### src/rtl/systolic_mem_seq.sv
// systolic_mem_seq: sequences BRAM read/write addresses and operand steering
// for the systolic array in AS (stream, drain, save) and SA (preload weights,
// stream, delayed write-back) modes. Addresses are decoded from the registered
// state/beat/line counters, so they hold naturally while the sequencer is stalled.
module systolic_mem_seq #(
  parameter int DW       = 64,
  parameter int AW       = 32,
  parameter int LANES    = 4,
  parameter int PIPE_LAT = 4,
  parameter int SIZE_W   = 11
) (
  input  logic              clk,
  input  logic              rst,
  input  logic              start,
  input  logic              mode,
  input  logic              en,
  input  logic [SIZE_W-1:0] cfg_size,
  input  logic [AW-1:0]     cfg_base_left,
  input  logic [AW-1:0]     cfg_base_right,
  input  logic [AW-1:0]     cfg_base_add,
  input  logic [AW-1:0]     cfg_base_save,
  input  logic [AW-1:0]     cfg_step,
  input  logic [AW-1:0]     cfg_stride_left,
  input  logic [AW-1:0]     cfg_stride_right,
  output logic [AW-1:0]     rd_addr_left,
  output logic [AW-1:0]     rd_addr_right,
  output logic [AW-1:0]     rd_addr_add,
  output logic [AW-1:0]     wr_addr_save,
  output logic              wr_en_save,
  input  logic [DW-1:0]     rd_data_left,
  input  logic [DW-1:0]     rd_data_right,
  input  logic [DW-1:0]     rd_data_add,
  output logic [DW-1:0]     data_left,
  output logic [DW-1:0]     data_right,
  output logic [DW-1:0]     data_adder,
  output logic              busy,
  output logic              done,
  output logic              sys_mode,
  output logic              sys_calc,
  output logic              tsel,
  output logic              tsel_rst
);

  localparam int B_W = $clog2(LANES);
  // Line counter must reach N+PIPE_LAT-1 for the largest N.
  localparam int L_W = $clog2((2 ** SIZE_W) + PIPE_LAT);
  localparam logic [B_W-1:0] B_LAST = B_W'(LANES - 1);
  localparam logic [B_W-1:0] B_ONE  = B_W'(1);
  localparam logic [L_W-1:0] L_ONE  = L_W'(1);
  localparam logic [L_W-1:0] L_PIPE = L_W'(PIPE_LAT);

  typedef enum logic [2:0] {
    IDLE, AS_CALC, AS_DRAIN, AS_SAVE, SA_LOAD, SA_CALC, FINISH
  } state_e;

  typedef struct packed {
    logic              mode;
    logic [SIZE_W-1:0] size;
    logic [AW-1:0]     base_left;
    logic [AW-1:0]     base_right;
    logic [AW-1:0]     base_add;
    logic [AW-1:0]     base_save;
    logic [AW-1:0]     step;
    logic [AW-1:0]     stride_left;
    logic [AW-1:0]     stride_right;
  } cfg_t;

  state_e         state_q, state_d;
  logic [B_W-1:0] b_q, b_d;
  logic [L_W-1:0] l_q, l_d;
  cfg_t           cfg_q, cfg_d;
  logic           busy_q, busy_d;
  logic           done_q, done_d;
  logic           tsel_q, tsel_d;
  logic           tsel_rst_q, tsel_rst_d;

  logic [L_W-1:0] size_l;
  logic [L_W-1:0] k_line;

  assign size_l = L_W'(cfg_q.size);
  // Write-back line index in SA_CALC; only meaningful once l >= PIPE_LAT.
  assign k_line = l_q - L_PIPE;

  // base + line*step + beat*stride, all modulo 2^AW.
  function automatic logic [AW-1:0] addr_calc(input logic [AW-1:0]  base,
                                              input logic [L_W-1:0] line,
                                              input logic [AW-1:0]  step,
                                              input logic [B_W-1:0] beat,
                                              input logic [AW-1:0]  stride);
    return base + AW'(line) * step + AW'(beat) * stride;
  endfunction

  // Next-state logic: command acceptance, beat/line counters, mode FSM, tsel.
  always_comb begin
    state_d    = state_q;
    b_d        = b_q;
    l_d        = l_q;
    cfg_d      = cfg_q;
    tsel_d     = tsel_q;
    tsel_rst_d = 1'b0;
    case (state_q)
      IDLE: begin
        if (start) begin
          cfg_d.mode         = mode;
          cfg_d.size         = cfg_size;
          cfg_d.base_left    = cfg_base_left;
          cfg_d.base_right   = cfg_base_right;
          cfg_d.base_add     = cfg_base_add;
          cfg_d.base_save    = cfg_base_save;
          cfg_d.step         = cfg_step;
          cfg_d.stride_left  = cfg_stride_left;
          cfg_d.stride_right = cfg_stride_right;
          b_d        = '0;
          l_d        = '0;
          tsel_d     = 1'b1;
          tsel_rst_d = 1'b1;
          if (cfg_size == '0) state_d = FINISH;
          else                state_d = mode ? SA_LOAD : AS_CALC;
        end
      end
      FINISH: begin
        state_d = IDLE;
        b_d     = '0;
        l_d     = '0;
      end
      default: begin
        if (en) begin
          b_d = b_q + B_ONE;
          if (b_q == B_LAST) begin
            tsel_d = ~tsel_q;
            l_d    = l_q + L_ONE;
            case (state_q)
              AS_CALC:  if (l_q == size_l - L_ONE) begin state_d = AS_DRAIN; l_d = '0; end
              AS_DRAIN: if (l_q == L_PIPE - L_ONE) begin state_d = AS_SAVE;  l_d = '0; end
              AS_SAVE:  begin state_d = FINISH;  l_d = '0; end
              SA_LOAD:  begin state_d = SA_CALC; l_d = '0; end
              SA_CALC:  if (l_q == size_l + L_PIPE - L_ONE) begin state_d = FINISH; l_d = '0; end
              default:  ;
            endcase
          end
        end
      end
    endcase
    busy_d = (state_d != IDLE);
    done_d = (state_d == FINISH);
  end

  // State, counters, latched config and registered status outputs.
  always_ff @(posedge clk) begin
    if (rst) begin
      state_q    <= IDLE;
      b_q        <= '0;
      l_q        <= '0;
      cfg_q      <= '0;
      busy_q     <= 1'b0;
      done_q     <= 1'b0;
      tsel_q     <= 1'b1;
      tsel_rst_q <= 1'b0;
    end else begin
      state_q    <= state_d;
      b_q        <= b_d;
      l_q        <= l_d;
      cfg_q      <= cfg_d;
      busy_q     <= busy_d;
      done_q     <= done_d;
      tsel_q     <= tsel_d;
      tsel_rst_q <= tsel_rst_d;
    end
  end

  // Address generation and operand steering decoded from the current state.
  always_comb begin
    rd_addr_left  = '0;
    rd_addr_right = '0;
    rd_addr_add   = '0;
    wr_addr_save  = '0;
    wr_en_save    = 1'b0;
    data_left     = '0;
    data_right    = '0;
    sys_calc      = 1'b0;
    case (state_q)
      AS_CALC: begin
        rd_addr_left  = addr_calc(cfg_q.base_left,  l_q, cfg_q.step, b_q, cfg_q.stride_left);
        rd_addr_right = addr_calc(cfg_q.base_right, l_q, cfg_q.step, b_q, cfg_q.stride_right);
        data_left     = rd_data_left;
        data_right    = rd_data_right;
        sys_calc      = 1'b1;
      end
      AS_DRAIN: sys_calc = 1'b1;
      AS_SAVE: begin
        rd_addr_add  = addr_calc(cfg_q.base_add,  '0, cfg_q.step, b_q, cfg_q.stride_right);
        wr_addr_save = addr_calc(cfg_q.base_save, '0, cfg_q.step, b_q, cfg_q.stride_right);
        wr_en_save   = en;
      end
      SA_LOAD: begin
        // Weights are loaded last lane first.
        rd_addr_right = addr_calc(cfg_q.base_right, '0, cfg_q.step, B_LAST - b_q, cfg_q.stride_right);
        data_right    = rd_data_right;
      end
      SA_CALC: begin
        sys_calc = 1'b1;
        if (l_q < size_l) begin
          rd_addr_left = addr_calc(cfg_q.base_left, l_q, cfg_q.step, b_q, cfg_q.stride_left);
          data_left    = rd_data_left;
        end
        if (l_q >= L_PIPE) begin
          rd_addr_add  = addr_calc(cfg_q.base_add,  k_line, cfg_q.step, b_q, cfg_q.stride_left);
          wr_addr_save = addr_calc(cfg_q.base_save, k_line, cfg_q.step, b_q, cfg_q.stride_left);
          wr_en_save   = en;
        end
      end
      default: ;
    endcase
  end

  assign data_adder = rd_data_add;
  assign busy       = busy_q;
  assign done       = done_q;
  assign sys_mode   = cfg_q.mode;
  assign tsel       = tsel_q;
  assign tsel_rst   = tsel_rst_q;

endmodule

### config.mk
export PLATFORM = sky130hd
export DESIGN_NAME = systolic_mem_seq
export DESIGN_NICKNAME = d
export VERILOG_FILES = /design/src/rtl/systolic_mem_seq.sv
export SDC_FILE = /design/constraint.sdc
export NUM_CORES = 2
export LEC_CHECK = 0
export CAP_MARGIN = 25
export CORE_ASPECT_RATIO = 1.25
export CORE_MARGIN = 2
export CORE_UTILIZATION = 34
export DETAILED_ROUTE_END_ITERATION = 8
export GPL_ROUTABILITY_DRIVEN = 0
export HOLD_SLACK_MARGIN = 0.15
export PLACE_DENSITY = 0.66
export SLEW_MARGIN = 25
export SYNTH_ARGS = -nofsm -noshare
export SYNTH_HDL_FRONTEND = slang
export SYNTH_SLANG_ARGS = --single-unit
### constraint.sdc
create_clock -name clk -period 24.8 [get_ports clk]
set_input_delay 6.2 -clock clk [delete_from_list [all_inputs] [get_ports clk]]
set_output_delay 6.2 -clock clk [all_outputs]
set_load 0.05 [all_outputs]
; Yosys cells after proc, flatten, opt, wreduce, memory -nomap -nowiden
; Index checks and enable logic that the tools add are counted.
[word_totals]
register_bits = 257
[op_classes]
addsub = 18
mul = 5
order_cmp = 2
eq_ne = 12
n_mux = 39
bitwise = 3
reduce_logical = 15
[op_table]
columns = cell, n
row1 = 32-bit adder, 11
row2 = 32-bit case mux with 2 select lines, 4
row3 = 64-bit two-way mux, 2
row4 = 64-bit case mux with 2 select lines, 1
row5 = 2-bit by 32-bit multiplier with 32-bit output, 3
row6 = 32-bit two-way mux, 3
row7 = 12-bit two-way mux, 6
row8 = 12-bit by 32-bit multiplier with 32-bit output, 2
row9 = 12-bit case mux with 4 select lines, 1
row10 = 12-bit equality test, 2
row11 = 3-bit two-way mux, 8
row12 = 12-bit case mux with 2 select lines, 1
row13 = 3-bit case mux with 5 select lines, 1
row14 = 11-bit by 3-bit adder with 12-bit output (second input constant), 1
row15 = 12-bit by 1-bit adder with 12-bit output (second input constant), 1
row16 = 12-bit by 2-bit equality test with 1-bit output (second input constant), 1
row17 = 3-bit equality test (second input constant), 4
row18 = 12-bit by 3-bit greater-or-equal comparator with 1-bit output (second input constant), 1
row19 = 12-bit by 11-bit less-than comparator with 1-bit output, 1
row20 = 11-bit by 1-bit subtractor with 12-bit output (second input constant), 1
row21 = 12-bit by 1-bit subtractor with 12-bit output (second input constant), 1
row22 = 12-bit by 3-bit subtractor with 12-bit output (second input constant), 1
row23 = 11-bit logical NOT, 1
row24 = 3-bit nonzero test, 3
row25 = 19 further kinds, 33

; Depth between registers and ports, before layout
[depth]
depth_word = 9
mapped_depth = 44

; Worst setup path after synthesis
; Ideal clock, no wire load.
[synth_timing]
path_kind = register to output
from = reg l_q[3]
to = out wr_addr_save[29]
t_arrival_ps = 9435
required_ps = 18600
setup_slack_ps = 9165
stages_incl_launch_ff = 41
n_path_buf = 2
path_cell_list = dfxtp_1 clkbuf_1 inv_1 ha_1 inv_1 or3_1 xnor2_1 clkbuf_1 nand2_1 fa_1 fa_1 inv_1 fa_1 fa_1 inv_1 fa_1 inv_1 ha_1 [... 5 more ...] nand2b_1 a21oi_1 o21bai_1 a21oi_1 xor2_1 fa_1 inv_1 ha_1 a21o_1 a21o_1 a21o_1 or4_1 o211ai_1 a21boi_0 o21ai_0 nand2b_1 xnor2_1 o22ai_1
[synth_between]
elab_chain_cells = 6
elab_cells_between_ends = 7
[synth_lines]
columns = element, line
row1 = start: declaration, 70  ; logic [L_W-1:0] l_q, l_d;
row2 = start signal: assignment, 162  ; l_q <= l_d;
row3 = 12-bit by 3-bit subtractor with 12-bit output, 82  ; assign k_line = l_q - L_PIPE;
row4 = 12-bit by 32-bit multiplier with 32-bit output, 90  ; return base + AW'(line) * step + AW'(beat) * stride;
row5 = 32-bit adder (2 in a row), 90
row6 = 32-bit two-way mux *, 206  ; if (l_q >= L_PIPE) begin
row7 = 32-bit case mux with 2 select lines *, 181  ; case (state_q)
row8 = end: declaration, 28  ; output logic [AW-1:0] wr_addr_save,
; Mark *: on every way between the ends. The rest lies on a longest branch, timed or not.

; Worst setup path after layout
[layout_timing]
from = reg l_q[5]
to = out wr_addr_save[29]
; Same word-level chain as after synthesis.

==> results.sh <==
export IMPL_fp_dieH_um=422.2
export IMPL_layout_common_cells="939 x nand2_1, 770 x inv_1, 641 x fa_1"
export IMPL_drtPass1Iterations=6
export IMPL_hold_viol_final=0
export IMPL_endpoint_kind="output port"
export IMPL_whs_endpoint="sys_mode"
export IMPL_cp_start_kind="flop"
export IMPL_slowest_stage="clkdlybuf4s50_1"
export IMPL_worstPathMaxFanout=38
export IMPL_rows=153
export IMPL_cts_tree="built"
export IMPL_worst_slew_pin_slew_ns=1.032
export IMPL_power_density_nw_per_um2=64.35
export IMPL_syn_instance_count=5946
export IMPL_gr_usage_all_layers_pct=23.85
export IMPL_reg2reg_from="cfg_q[225]"
export IMPL_clock_skew_ns=0.05143
export IMPL_final_common_cell="nand2_1"
export IMPL_netlist_area_um2=47560
export IMPL_port_buffers=630
export IMPL_setup_viol=0
export IMPL_async_flop_share_pct=0
export IMPL_fp_dieW_um=338.5
export IMPL_gr_total_overflow=0
export IMPL_maxCapViolCount=0
export IMPL_wire_per_inst_um=21.09
export IMPL_cts_max_level=1
export IMPL_post_cts_setup_buffers=0
export IMPL_antenna_found_initial=9
export IMPL_layout_min_cycle_time_ns=17.84
export IMPL_ys_seq_area_share_pct=10.82
export IMPL_utilization_pct=40.52
export IMPL_postSynthAreaPerCell_um2=7.999
export IMPL_required_ns=18.60
export IMPL_start_util_pct=34.22
export IMPL_synth_ff_type="dfxtp_1"
export IMPL_synth_warnings=0
export IMPL_critPathMaxStageDelay_ns=0.92
export IMPL_io_pins=759
export IMPL_outcome="completed"
export IMPL_fmax_ghz=0.05606
export IMPL_period_share_pct=71.92
export IMPL_cts_sinks=257
export IMPL_clkTransAtPathRegs_ns=0.07
export IMPL_wl_mm=173.3
export IMPL_layout_drive_gt1_share_pct=2.753
export IMPL_r2r_end="l_q[11]"
export IMPL_crit_top_cell="fa_1"
export IMPL_slew_headroom_pct=31.19
export IMPL_nets=7794
export IMPL_grt_pass1_vias=43694
export IMPL_cts_root_buf="clkbuf_16"
export IMPL_reg2regPathDepth=14
export IMPL_hold_path_class="reg -> reg"
export IMPL_grt_max_degree=100
export IMPL_place_hpwl_mm=144.3
export IMPL_fp_coreArea_um2=139000
export IMPL_post_cts_resized=0
export IMPL_grt_pass1_wl_mm=264.9
export IMPL_r2r_setup_slack_ns=20.73
export IMPL_finalSetupTns_ns=0
export IMPL_synth_nets=7408
export IMPL_synth_seq_cells=257
export IMPL_rsz0062_at_grt="no"
export IMPL_peakVddDrop_mv=0.08543
export IMPL_netlist_cell_type_count=87
export IMPL_holdPathStages=2
export IMPL_cts_hold_buf=0
export IMPL_leakage_nw=25.57
export IMPL_area_growth_syn_to_layout_pct=18.41
export IMPL_cts_path_max_buffers=3
export IMPL_clk_latency_ns=0.65
export IMPL_vias_per_cell=5.226
export IMPL_min_from="sys_mode"
export IMPL_synth_edf_count=0
export IMPL_dieArea_um2=142900
export IMPL_crit_type="reg -> out"
export IMPL_slew_viol_final=0
export IMPL_num_vias=42944
export IMPL_drt_iter0_drc=3389
export IMPL_cts_buffers=31
export IMPL_postRouteAntennaNets=0
export IMPL_critPathArrivalTime_ns=11.64
export IMPL_drc=0
## sequential cells by signal, summed over array words and instances (netlist names)
register / count
cfg_q: 235
l_q: 12
state_q: 3
b_q: 2
busy: 1
done: 1
sys_mode: 1
tsel: 1
tsel_rst: 1
## worst max-delay path by stage
| stage | start | to | slack, ns | cells past startpoint |
|---|---|---|---|---|
| after floorplan | l_q[3] | wr_addr_save[29] | 9.17 | 40 |
| final | l_q[5] | wr_addr_save[29] | 6.96 | 39 |
| after global routing | l_q[5] | wr_addr_save[29] | 6.18 | 39 |
| after detailed placement | l_q[5] | wr_addr_save[29] | 7.63 | 39 |
| after global placement | l_q[5] | wr_addr_save[29] | 7.71 | 40 |
| after CTS | l_q[5] | wr_addr_save[29] | 6.94 | 39 |
## synth_stat cells, drive strengths merged (30+ instances only)
cell | instances | area, µm²
nor3 | 44 | 231.5
nand2 | 941 | 3532
dfxtp | 257 | 5145
fa | 641 | 12830
a31oi | 30 | 193.9
and2 | 454 | 2840
nor2 | 181 | 681.9
nor2b | 72 | 450.4
xnor2 | 225 | 1971
o21ai | 156 | 784.5
nand3 | 67 | 335.3
clkbuf | 257 | 964.7
xor2 | 141 | 1235
a21o | 153 | 1149
inv | 770 | 2890
o22ai | 73 | 456.7
ha | 389 | 4867
a21oi | 480 | 2406
o21bai | 46 | 345.3
nand2b | 140 | 875.8
o21a | 40 | 300.3
buf | 82 | 565.5
## cell families (layout without fill, tap and decap cells)
| family | count (synthesis) | count (layout) | share of synthesized area, % |
|---|---|---|---|
| simple gates | 2012 | 2012 | 20.44 |
| compound gates | 1161 | 1161 | 15.20 |
| buf+inv | 1109 | 1519 | 9.294 |
| fa+ha+maj | 1030 | 1030 | 37.21 |
| xor+xnor | 368 | 368 | 6.837 |
| flops | 257 | 257 | 10.82 |
| mux | 9 | 9 | 0.1894 |
| other cells | 0 | 1 | 0 |
## per-stage QoR
step | instance area (µm²) | power (mW) | instances | setup WS [ns] | hold WS (ns)
after floorplan | 47560 | 2.410 | 5946 | 9.165 | 0.4366
after global placement | 55190 | 3.025 | 8159 | 7.707 | 0.4502
after detailed placement | 55200 | 3.079 | 8159 | 7.629 | 0.4582
after CTS | 56310 | 3.622 | 8216 | 6.936 | 0.4673
after global routing | 56320 | 3.955 | 8217 | 6.176 | 0.4885
final | 56320 | 3.624 | 8217 | 6.964 | 0.4732
## critical path: cells and delay by family (launching register included)
| kind | cells | cell delay (ns) |
|---|---|---|
| flip-flops | 1 | 0.32 |
| AO/OA/AOI/OAI | 15 | 3.14 |
| AND/OR/NAND/NOR | 6 | 1.74 |
| buffers and inverters | 7 | 1.67 |
| XOR/XNOR | 3 | 0.65 |
| adder cells (fa/ha/maj) | 8 | 3.50 |
## power by group
group          leakage [nW]  switching (mW)  internal, mW  total (mW)
clock                 0.545           0.212         0.298       0.510
sequential             2.11          0.0435         0.441       0.484
combinational          22.9            1.58          1.05        2.63
total                  25.6            1.84          1.79        3.62
## final cells by class
class                   instances  area, µm²
fillers                     14126      82660
multi-input cells            4580      38060
repair buffers                692       6775
flip-flops and latches        257       5150
inverters                     770       2890
well taps                    1860       2327
clock buffers                  37      858.3
clock inverters                20      251.5
diodes                          1      2.502
## routing by layer
| layer | vias to the layer above | part of all wire (%) | track usage (%) | routed length (µm) |
|---|---|---|---|---|
| met3 | 269 | 7.0 | 3.919 | 12090 |
| met2 | 1526 | 47 | 39.73 | 81480 |
| li1 | 19824 | - | - | - |
| met1 | 21319 | 43 | 31.65 | 73950 |
| met5 | - | 0.027 | 0 | 46 |
| met4 | 6 | 3.3 | 7.141 | 5705 |
(Power assumes the default switching activity.)
